==> src/rtl/imem_fetch_ctrl_pkg.sv <==
// Shared definitions for the instruction fetch controller.
// Holds the fetch FSM state type, the per-fetch PC increment, the default
// reset PC and the width of one prefetch buffer entry ({pc, instr}).
package imem_fetch_ctrl_pkg;

    typedef enum logic {
        IDLE = 1'b0,
        RUN  = 1'b1
    } fetch_state_e;

    localparam logic [63:0] PC_INC           = 64'd4;
    localparam logic [63:0] DEFAULT_RESET_PC = 64'h0;
    localparam int unsigned ENTRY_W          = 96;

endpackage

==> src/rtl/imem_fetch_ctrl_fifo.sv <==
// fetch_fifo: small registered FIFO used as the fetch prefetch buffer.
// Ports:
//   clk, reset    - clock, asynchronous active-high reset
//   push, wdata   - write request and data (ignored when full without a pop)
//   pop           - remove head (ignored when empty)
//   flush         - empty the buffer; wins over push/pop
//   rdata         - head entry, read straight from registered storage
//   full, empty, count - occupancy status
module fetch_fifo
    import imem_fetch_ctrl_pkg::*;
#(
    parameter int unsigned DEPTH = 2,
    parameter int unsigned WIDTH = ENTRY_W,
    localparam int unsigned PW   = (DEPTH > 1) ? $clog2(DEPTH) : 1,
    localparam int unsigned CW   = $clog2(DEPTH + 1)
) (
    input  logic             clk,
    input  logic             reset,
    input  logic             push,
    input  logic             pop,
    input  logic             flush,
    input  logic [WIDTH-1:0] wdata,
    output logic [WIDTH-1:0] rdata,
    output logic             full,
    output logic             empty,
    output logic [CW-1:0]    count
);

    logic [WIDTH-1:0] mem_q [DEPTH];
    logic [PW-1:0]    wptr_q, rptr_q;
    logic [PW-1:0]    wptr_nxt, rptr_nxt;
    logic [CW-1:0]    count_q;
    logic             do_push, do_pop;

    assign full    = (count_q == CW'(DEPTH));
    assign empty   = (count_q == '0);
    assign count   = count_q;
    assign rdata   = mem_q[rptr_q];

    assign do_pop  = pop && !empty;
    // A full buffer can still accept a write when the head leaves this cycle.
    assign do_push = push && (!full || do_pop);

    always_comb begin
        wptr_nxt = (wptr_q == PW'(DEPTH - 1)) ? '0 : wptr_q + 1'b1;
        rptr_nxt = (rptr_q == PW'(DEPTH - 1)) ? '0 : rptr_q + 1'b1;
    end

    always_ff @(posedge clk or posedge reset) begin
        if (reset) begin
            // Storage is cleared too so the head reads zero during reset.
            for (int i = 0; i < int'(DEPTH); i++) begin
                mem_q[i] <= '0;
            end
            wptr_q  <= '0;
            rptr_q  <= '0;
            count_q <= '0;
        end else if (flush) begin
            wptr_q  <= '0;
            rptr_q  <= '0;
            count_q <= '0;
        end else begin
            if (do_push) begin
                mem_q[wptr_q] <= wdata;
                wptr_q        <= wptr_nxt;
            end
            if (do_pop) begin
                rptr_q <= rptr_nxt;
            end
            case ({do_push, do_pop})
                2'b10:   count_q <= count_q + CW'(1);
                2'b01:   count_q <= count_q - CW'(1);
                default: count_q <= count_q;
            endcase
        end
    end

endmodule

==> src/rtl/imem_fetch_ctrl.sv <==
// imem_fetch_ctrl: sequential instruction fetch into a prefetch buffer.
// Ports:
//   clk, reset                  - clock, asynchronous active-high reset
//   en                          - fetch enable (IDLE/RUN)
//   redirect_valid, redirect_pc - flush buffer and restart fetch at redirect_pc
//   imem_addr, imem_q           - word address to / data from combinational ROM
//   out_valid, out_instr, out_pc, out_ready - head of prefetch buffer
//   align_err                   - sticky misaligned-redirect flag
module imem_fetch_ctrl
    import imem_fetch_ctrl_pkg::*;
#(
    parameter int unsigned DEPTH    = 2,
    parameter int unsigned AW       = 6,
    parameter logic [63:0] RESET_PC = DEFAULT_RESET_PC
) (
    input  logic          clk,
    input  logic          reset,
    input  logic          en,
    input  logic          redirect_valid,
    input  logic [63:0]   redirect_pc,
    output logic [AW-1:0] imem_addr,
    input  logic [31:0]   imem_q,
    output logic          out_valid,
    output logic [31:0]   out_instr,
    output logic [63:0]   out_pc,
    input  logic          out_ready,
    output logic          align_err
);

    localparam int unsigned CW = $clog2(DEPTH + 1);

    fetch_state_e         state_q, state_d;
    logic [63:0]          fetch_pc_q, fetch_pc_d;
    logic                 align_err_q, align_err_d;
    logic                 fifo_full, fifo_empty, pop, enq;
    logic [CW-1:0]        fifo_count;
    logic [ENTRY_W-1:0]   fifo_rdata;

    assign imem_addr = fetch_pc_q[AW+1:2];
    assign out_valid = (fifo_count != '0);
    assign pop       = out_ready && !fifo_empty;
    // Redirect beats enqueue; a full buffer only accepts when the head leaves.
    assign enq       = (state_q == RUN) && !redirect_valid && (!fifo_full || pop);
    assign out_pc    = fifo_rdata[95:32];
    assign out_instr = fifo_rdata[31:0];
    assign align_err = align_err_q;

    always_comb begin
        state_d     = state_q;
        fetch_pc_d  = fetch_pc_q;
        align_err_d = align_err_q;
        case (state_q)
            IDLE:    if (en)  state_d = RUN;
            RUN:     if (!en) state_d = IDLE;
            default: state_d = IDLE;
        endcase
        if (redirect_valid) begin
            fetch_pc_d = {redirect_pc[63:2], 2'b00};
            if (redirect_pc[1:0] != 2'b00) begin
                align_err_d = 1'b1;
            end
        end else if (enq) begin
            fetch_pc_d = fetch_pc_q + PC_INC;
        end
    end

    always_ff @(posedge clk or posedge reset) begin
        if (reset) begin
            state_q     <= IDLE;
            fetch_pc_q  <= RESET_PC;
            align_err_q <= 1'b0;
        end else begin
            state_q     <= state_d;
            fetch_pc_q  <= fetch_pc_d;
            align_err_q <= align_err_d;
        end
    end

    fetch_fifo #(
        .DEPTH (DEPTH),
        .WIDTH (ENTRY_W)
    ) u_fifo (
        .clk   (clk),
        .reset (reset),
        .push  (enq),
        .pop   (pop),
        .flush (redirect_valid),
        .wdata ({fetch_pc_q, imem_q}),
        .rdata (fifo_rdata),
        .full  (fifo_full),
        .empty (fifo_empty),
        .count (fifo_count)
    );

endmodule

==> config.mk <==
export PLATFORM = sky130hd
export DESIGN_NAME = imem_fetch_ctrl
export DESIGN_NICKNAME = d
export VERILOG_FILES = /design/src/rtl/imem_fetch_ctrl_pkg.sv /design/src/rtl/imem_fetch_ctrl_fifo.sv /design/src/rtl/imem_fetch_ctrl.sv
export SDC_FILE = /design/constraint.sdc
export NUM_CORES = 1
export LEC_CHECK = 0
export BUFFER_PORTS_ARGS = -buffer_cell sky130_fd_sc_hd__buf_2
export CELL_PAD_IN_SITES_DETAIL_PLACEMENT = 0
export CELL_PAD_IN_SITES_GLOBAL_PLACEMENT = 1
export CORE_ASPECT_RATIO = 1.4
export CORE_MARGIN = 2
export CORE_UTILIZATION = 30
export CTS_BUF_LIST = sky130_fd_sc_hd__clkbuf_4 sky130_fd_sc_hd__clkbuf_8
export DETAILED_ROUTE_END_ITERATION = 10
export GPL_TIMING_DRIVEN = 0
export PLACE_DENSITY_LB_ADDON = 0.2
export SKIP_CTS_REPAIR_TIMING = 1
export SLEW_MARGIN = 10
export SYNTH_ARGS = -nofsm -noshare
export SYNTH_HDL_FRONTEND = slang
export SYNTH_HIERARCHICAL = 1
export SYNTH_SLANG_ARGS = --single-unit
==> constraint.sdc <==
create_clock -name clk -period 12.64 [get_ports clk]
set_input_delay 3.792 -clock clk [delete_from_list [all_inputs] [get_ports clk]]
set_output_delay 3.792 -clock clk [all_outputs]
set_load 0.01 [all_outputs]
==> Yosys cells after proc, flatten, opt, wreduce, memory -nomap -nowiden <==
Cells that the tools add are included.
{ "word_totals": {"regBits": 262, "in_bits": 101, "output_inout_bits": 104, "elab_cells": 59} }
{ "classes": {"addsub": 5, "magnitude_cmp": 3, "eq_ne": 3, "n_mux": 17, "bitwise_logic": 3, "reduce_logical": 20} }
{ "ops": {"columns": ["operator", "count"], "rows": [
  ["96-bit two-way mux", 4],
  ["192-bit bitwise mux", 1],
  ["64-bit two-way mux", 2],
  ["96-bit demux with 1-bit select", 1],
  ["64-bit by 3-bit adder with 64-bit output, second input constant", 1],
  ["2-bit nonzero test", 5],
  ["1-bit two-way mux", 7],
  ["1-bit logical AND", 6],
  ["2-bit == test, second input constant", 2],
  ["2-bit >= comparator, second input constant", 2],
  ["1-bit inverter with 2-bit output", 2],
  ["2-bit case mux with 2 select lines", 1],
  ["2-bit AND reduction", 2],
  ["1-bit logical NOT", 3],
  ["3-bit nonzero test", 1],
  ["1-bit adder, second input constant", 2],
  ["2-bit by 1-bit adder with 2-bit output, second input constant", 1],
  ["2-bit by 1-bit == test with 1-bit output, second input constant", 1],
  ["2-bit logical NOT", 1],
  ["1-bit logical OR", 2],
  ["2-bit by 1-bit less-than comparator with 1-bit output, second input constant", 1],
  ["2-bit two-way mux", 1],
  ["2-bit by 1-bit subtractor with 2-bit output, second input constant", 1],
  ["1-bit inverter", 1]
]} }

==> Logic depth before layout (Yosys ltp) <==
{ "depth": {"word_depth": 9, "depth_mapped": 11} }

==> Hierarchy <==
The synthesis kept the hierarchy.
{ "modules_own_cells": {"columns": ["module", "instances", "cells_per_inst", "area_per_inst_um2"], "rows": [
  ["fetch_fifo", 1, 538, 8558.2],
  ["imem_fetch_ctrl", 1, 454, 3900.0]
]} }

==> Worst setup path before layout <==
OpenSTA, ideal clock, no wires.
{ "synth_path": {"kind": "input-to-reg", "from": "in redirect_valid", "to": "reg u_fifo/mem_q[105] (netlist bit)", "setup_time_ps": 125, "arrival_time_ps": 5815, "required_time_ps": 12515, "path_slack_ps": 6700, "cell_stages": 9, "cell_sequence": "clkbuf_1 -> clkbuf_1 -> buf_1 -> nor2_1 -> or4b_1 -> buf_2 -> buf_6 -> buf_6 -> mux2_4"} }
{ "synth_between": {"elab_chain_len": 5} }
{ "synth_rtl": {"columns": ["element", "line_no", "source"], "rows": [
  ["start, declared", "imem_fetch_ctrl.sv:19", "input logic redirect_valid,"],
  ["1-bit logical NOT", "imem_fetch_ctrl.sv:43", "assign enq = (state_q == RUN) && !redirect_valid && (!fifo_full || pop);"],
  ["1-bit logical AND (2 in a row)", "imem_fetch_ctrl.sv:43", null],
  ["net enq", "imem_fetch_ctrl.sv:35", "logic fifo_full, fifo_empty, pop, enq;"],
  ["1-bit logical AND", "imem_fetch_ctrl_fifo.sv:42", "assign do_push = push && (!full || do_pop);"],
  ["2-bit AND reduction (no line)", null, null],
  ["end signal, assigned by index", "imem_fetch_ctrl_fifo.sv:64", "mem_q[wptr_q] <= wdata;"],
  ["end, declared", "imem_fetch_ctrl_fifo.sv:29", "logic [WIDTH-1:0] mem_q [DEPTH];"]
]} }
The timed path passes the listed nets, and every way through them passes these cells.
A chain may end at the register's enable or synchronous reset.

==> Worst setup path after layout <==
{ "layout_path": {"from": "reg u_fifo.rptr_q", "to": "out out_pc[12]"} }
{ "layout_between": {"elab_chain_len": 4} }
{ "layout_rtl": {"columns": ["element", "line_no", "source"], "rows": [
  ["start, declared", "imem_fetch_ctrl_fifo.sv:30", "logic [PW-1:0] wptr_q, rptr_q;"],
  ["start signal, assigned", "imem_fetch_ctrl_fifo.sv:68", "rptr_q <= rptr_nxt;"],
  ["1-bit inverter with 2-bit output (not written as such)", "imem_fetch_ctrl_fifo.sv:38", "assign rdata = mem_q[rptr_q];"],
  ["96-bit two-way mux (not written as such) (3 in a row)", "imem_fetch_ctrl_fifo.sv:38", null],
  ["end, declared", "imem_fetch_ctrl.sv:25", "output logic [63:0] out_pc,"]
]} }
No other way between the ends. The select of a mux whose other input is x is not followed.

==> impl_metrics.yaml <==
timing:
  clock.fmax_mhz: 142
  max_slew_margin: 0.318
  hold_viol: 0
  timing_max_transition_violations_final: 0
  report.final.setup_viol: 0
  grt_setup_unrepaired: "false"
  finClkSkew_ps: 10.6
  worst_slew_pin_slew_ps: 1020
  final_min_period_over_clock_period: 0.558
  period_minus_slack_ps: 7050
  setup-tns-final_ps: 0
  fin_hold_ws_ps: 468
flow_run:
  max_cap_viol_count: 0
clock_tree:
  root_buffer: "sky130_fd_sc_hd__clkbuf_8"
  numClockSinks: 260
  htreeDepth: 2
  cts_tree: "done"
  clk_transition_reported_paths_ps: 60
  clock_path_buffers: 3
  number_of_buffers_added_by_the_clock_tree_synthesis_step: 45
  clock_insertion_delay_worst_skew_ps: 570
global_route:
  grt.total_usage: 0.170
  grt_antenna_before_repair: 3
  maximum_number_of_pins_on_one_net_before_global_route_repair: 113
  wire_length_of_the_first_global_routing_pass_um: 55900
  first_global_vias: 9261
  grt_overflow_total: 0
cells_and_area:
  design_area_um2: 15200
  fillCellCount: 4107
  syn2layout_area_growth_pct: 21.7
  design.final.nets: 1350
  most_frequent_cells_in_the_layout: "sky130_fd_sc_hd__mux2_2, sky130_fd_sc_hd__dfrtp_1, sky130_fd_sc_hd__buf_2"
  layout-drive-gt1-share: 0.479
  final_common_cell: "sky130_fd_sc_hd__mux2_2"
yosys:
  leading_cell_types_by_total_area_after_synthesis: "sky130_fd_sc_hd__dfrtp_1, sky130_fd_sc_hd__mux2_2, sky130_fd_sc_hd__mux2_4"
  syn_inst: 992
  netlist_area_um2: 12500
  syn-mean-instance-area_um2: 12.6
  dominantRegCellSynth: "sky130_fd_sc_hd__dfrtp_1"
  yosys_register_bits: 260
  synth.yosys.seq_area_share: 0.522
  postSynth.asyncResetShare: 1.00
  yosys_warnings: 6
  synth_largest_type_area_fraction: 0.522
  synth_enable_flop_cells: 0
  synthDistinctLibCells: 55
  synth_top_area_cell: "sky130_fd_sc_hd__dfrtp_1"
hold_path:
  timing.hold.worst.class: "reg2reg"
  min_from: "align_err"
  hold_end: "align_err"
  timing.hold.worst_path_depth: 1
critical_path:
  required_time_of_the_worst_setup_path_ps: 8850
  timing.critical_path.slowest_cell_delay_ps: 820
  r2r_slack_ps: 9080
  cp_cell_sequence: "clkbuf_1 > clkbuf_1 > clkbuf_1 > mux2_2 > buf_2"
  worst_r2r_endpoint: "fetch_pc_q[26]"
  worst-setup-path-type: "reg2out"
  worst-r2r-cell-count: 7
  end_kind: "primary output"
  startpoint_kind_of_the_worst_setup_timing_path: "register"
  critical_path.reg2reg.startpoint: "u_fifo/count[1]"
  crit_path_frequent_cell: "sky130_fd_sc_hd__clkbuf_1"
  cp_slowest_cell: "sky130_fd_sc_hd__clkbuf_1"
  worst_setup_path_startpoint: "u_fifo/rptr_q"
  critical_path_depth: 5
  crit_family: "buffers and inverters"
  arrival_ps: 3260
  cp_num_buf_inv: 4
  worst-path-max-fanout: 10
die:
  placement_rows: 88
  floorplan.io_pins: 205
  die_x_um: 176
  design.core.area_um2: 41100
  die_footprint_um2: 43200
  die_y_um: 245
  start_util: 0.303
route:
  top_signal_layer_used: "met4"
  m1WireLength_um: 15500
  wl_met2_um: 19100
  vias_per_cell: 4.85
  detail_route.iter0.violations: 402
  wl_per_cell_um: 20.3
  antenna_violating_nets_post_route: 0
  detailedRoute.firstPassIterationCount: 7
  num_vias: 8832
  met3_wirelength_um: 1570
  remaining_drc_errors: 0
  drt-total-wl_um: 37000
place:
  place_hpwl_um: 26700
  gpl.final_weighted_congestion: 0.771
  io_buffers: 204
  dpl_cell_area_um2: 14200
power:
  power.total_mw: 2.46
  static-leakage-power_nw: 6.66
  pwr_density_cell_nw_per_um2: 162
  vdd_ir_drop_max_mv: 0.0571
run_status:
  outcome: "finished clean"
## worst reg2reg max path, delay by kind of cell, from the launching register on
kind | cells | cell delay, ps
buffers and inverters | 2 | 1160
AO/OA/AOI/OAI | 3 | 840
AND/OR/NAND/NOR | 2 | 1010
flip-flops | 1 | 460
## power by group
group	switching, mW	internal [mW]	total (mW)
Sequential	0.116	1.02	1.14
Combinational	0.229	0.301	0.530
Clock	0.354	0.440	0.794
## stage by stage
step	cells	utilization	setup WS [ps]
CTS	1820	0.369	5400
global placement	1739	0.345	972
detailed placement	1741	0.347	4940
global route	1821	0.369	5330
finish	1822	0.369	5590
floorplan	995	-	3510
## registers in the layout (all words and copies together) (netlist names)
signal         cells
u_fifo/wptr_q      1
u_fifo/count       2
align_err          1
fetch_pc_q        62
u_fifo/rptr_q      1
u_fifo/mem_q     192
state_q            1
## layout make-up
type	count	area (µm²)	share of cell area
Timing Repair Buffer	206	1080	0.0710
Clock buffer	69	875	0.0577
Tap cell	540	676	0.0446
Clock inverter	10	52.6	0.00347
Buffer	60	302	0.0199
Multi-Input combinational cell	664	5620	0.371
Antenna cell	2	5.00	0.000330
Inverter	11	51.3	0.00338
Sequential cell	260	6510	0.429
## synthesized netlist by cell type (4+ instances only)
library cell               count
sky130_fd_sc_hd__buf_2        13
sky130_fd_sc_hd__or4_1        18
sky130_fd_sc_hd__nand4_1      24
sky130_fd_sc_hd__inv_1        11
sky130_fd_sc_hd__buf_6         5
sky130_fd_sc_hd__mux2_2      261
sky130_fd_sc_hd__o31a_1        5
sky130_fd_sc_hd__nand2b_1      6
sky130_fd_sc_hd__a31oi_1      26
sky130_fd_sc_hd__nor2b_1       5
sky130_fd_sc_hd__a21oi_1       4
sky130_fd_sc_hd__nor2_1       41
sky130_fd_sc_hd__dfrtp_1     260
sky130_fd_sc_hd__xor2_1       19
sky130_fd_sc_hd__nor4_1        6
sky130_fd_sc_hd__mux2_4       29
sky130_fd_sc_hd__nand3_1      33
sky130_fd_sc_hd__clkbuf_1     34
sky130_fd_sc_hd__xnor2_1       9
sky130_fd_sc_hd__nand2_1      51
sky130_fd_sc_hd__and3_1        8
sky130_fd_sc_hd__o21ai_0      40
sky130_fd_sc_hd__or3_1         9
sky130_fd_sc_hd__buf_4         6
sky130_fd_sc_hd__o31ai_1      18
sky130_fd_sc_hd__nor3_1        9
sky130_fd_sc_hd__and2_1        7
## worst max-delay path by stage
| stage | slack [ps] | endpoint |
|---|---|---|
| finish | 5590 | out_pc[12] |
| floorplan | 3510 | u_fifo/count[0] |
| detailed placement | 4940 | u_fifo/mem_q[50] |
| global route | 5330 | out_pc[12] |
| CTS | 5400 | out_pc[12] |
| global placement | 970 | u_fifo/mem_q[141] |
## layer usage
layer  GRT usage  vias to the layer above
met4      0.0547                        0
met3      0.0288                       48
met1       0.208                     4454
met5           0                        -
met2       0.303                      191
li1            -                     4139
## kinds of logic (layout without fill, tap and decap cells)
logic type | Yosys count | count (layout) | synth area share
AO/OA/AOI/OAI | 106 | 106 | 0.0543
adder cells (fa/ha/maj) | 1 | 1 | 0.00100
multiplexers | 292 | 292 | 0.272
AND/OR/NAND/NOR | 233 | 233 | 0.102
XOR/XNOR | 28 | 28 | 0.0197
other | 1 | 6 | 0.000301
buffers and inverters | 71 | 356 | 0.0275
flip-flops | 260 | 260 | 0.522
Note: power is estimated with default switching activity, not from simulation.
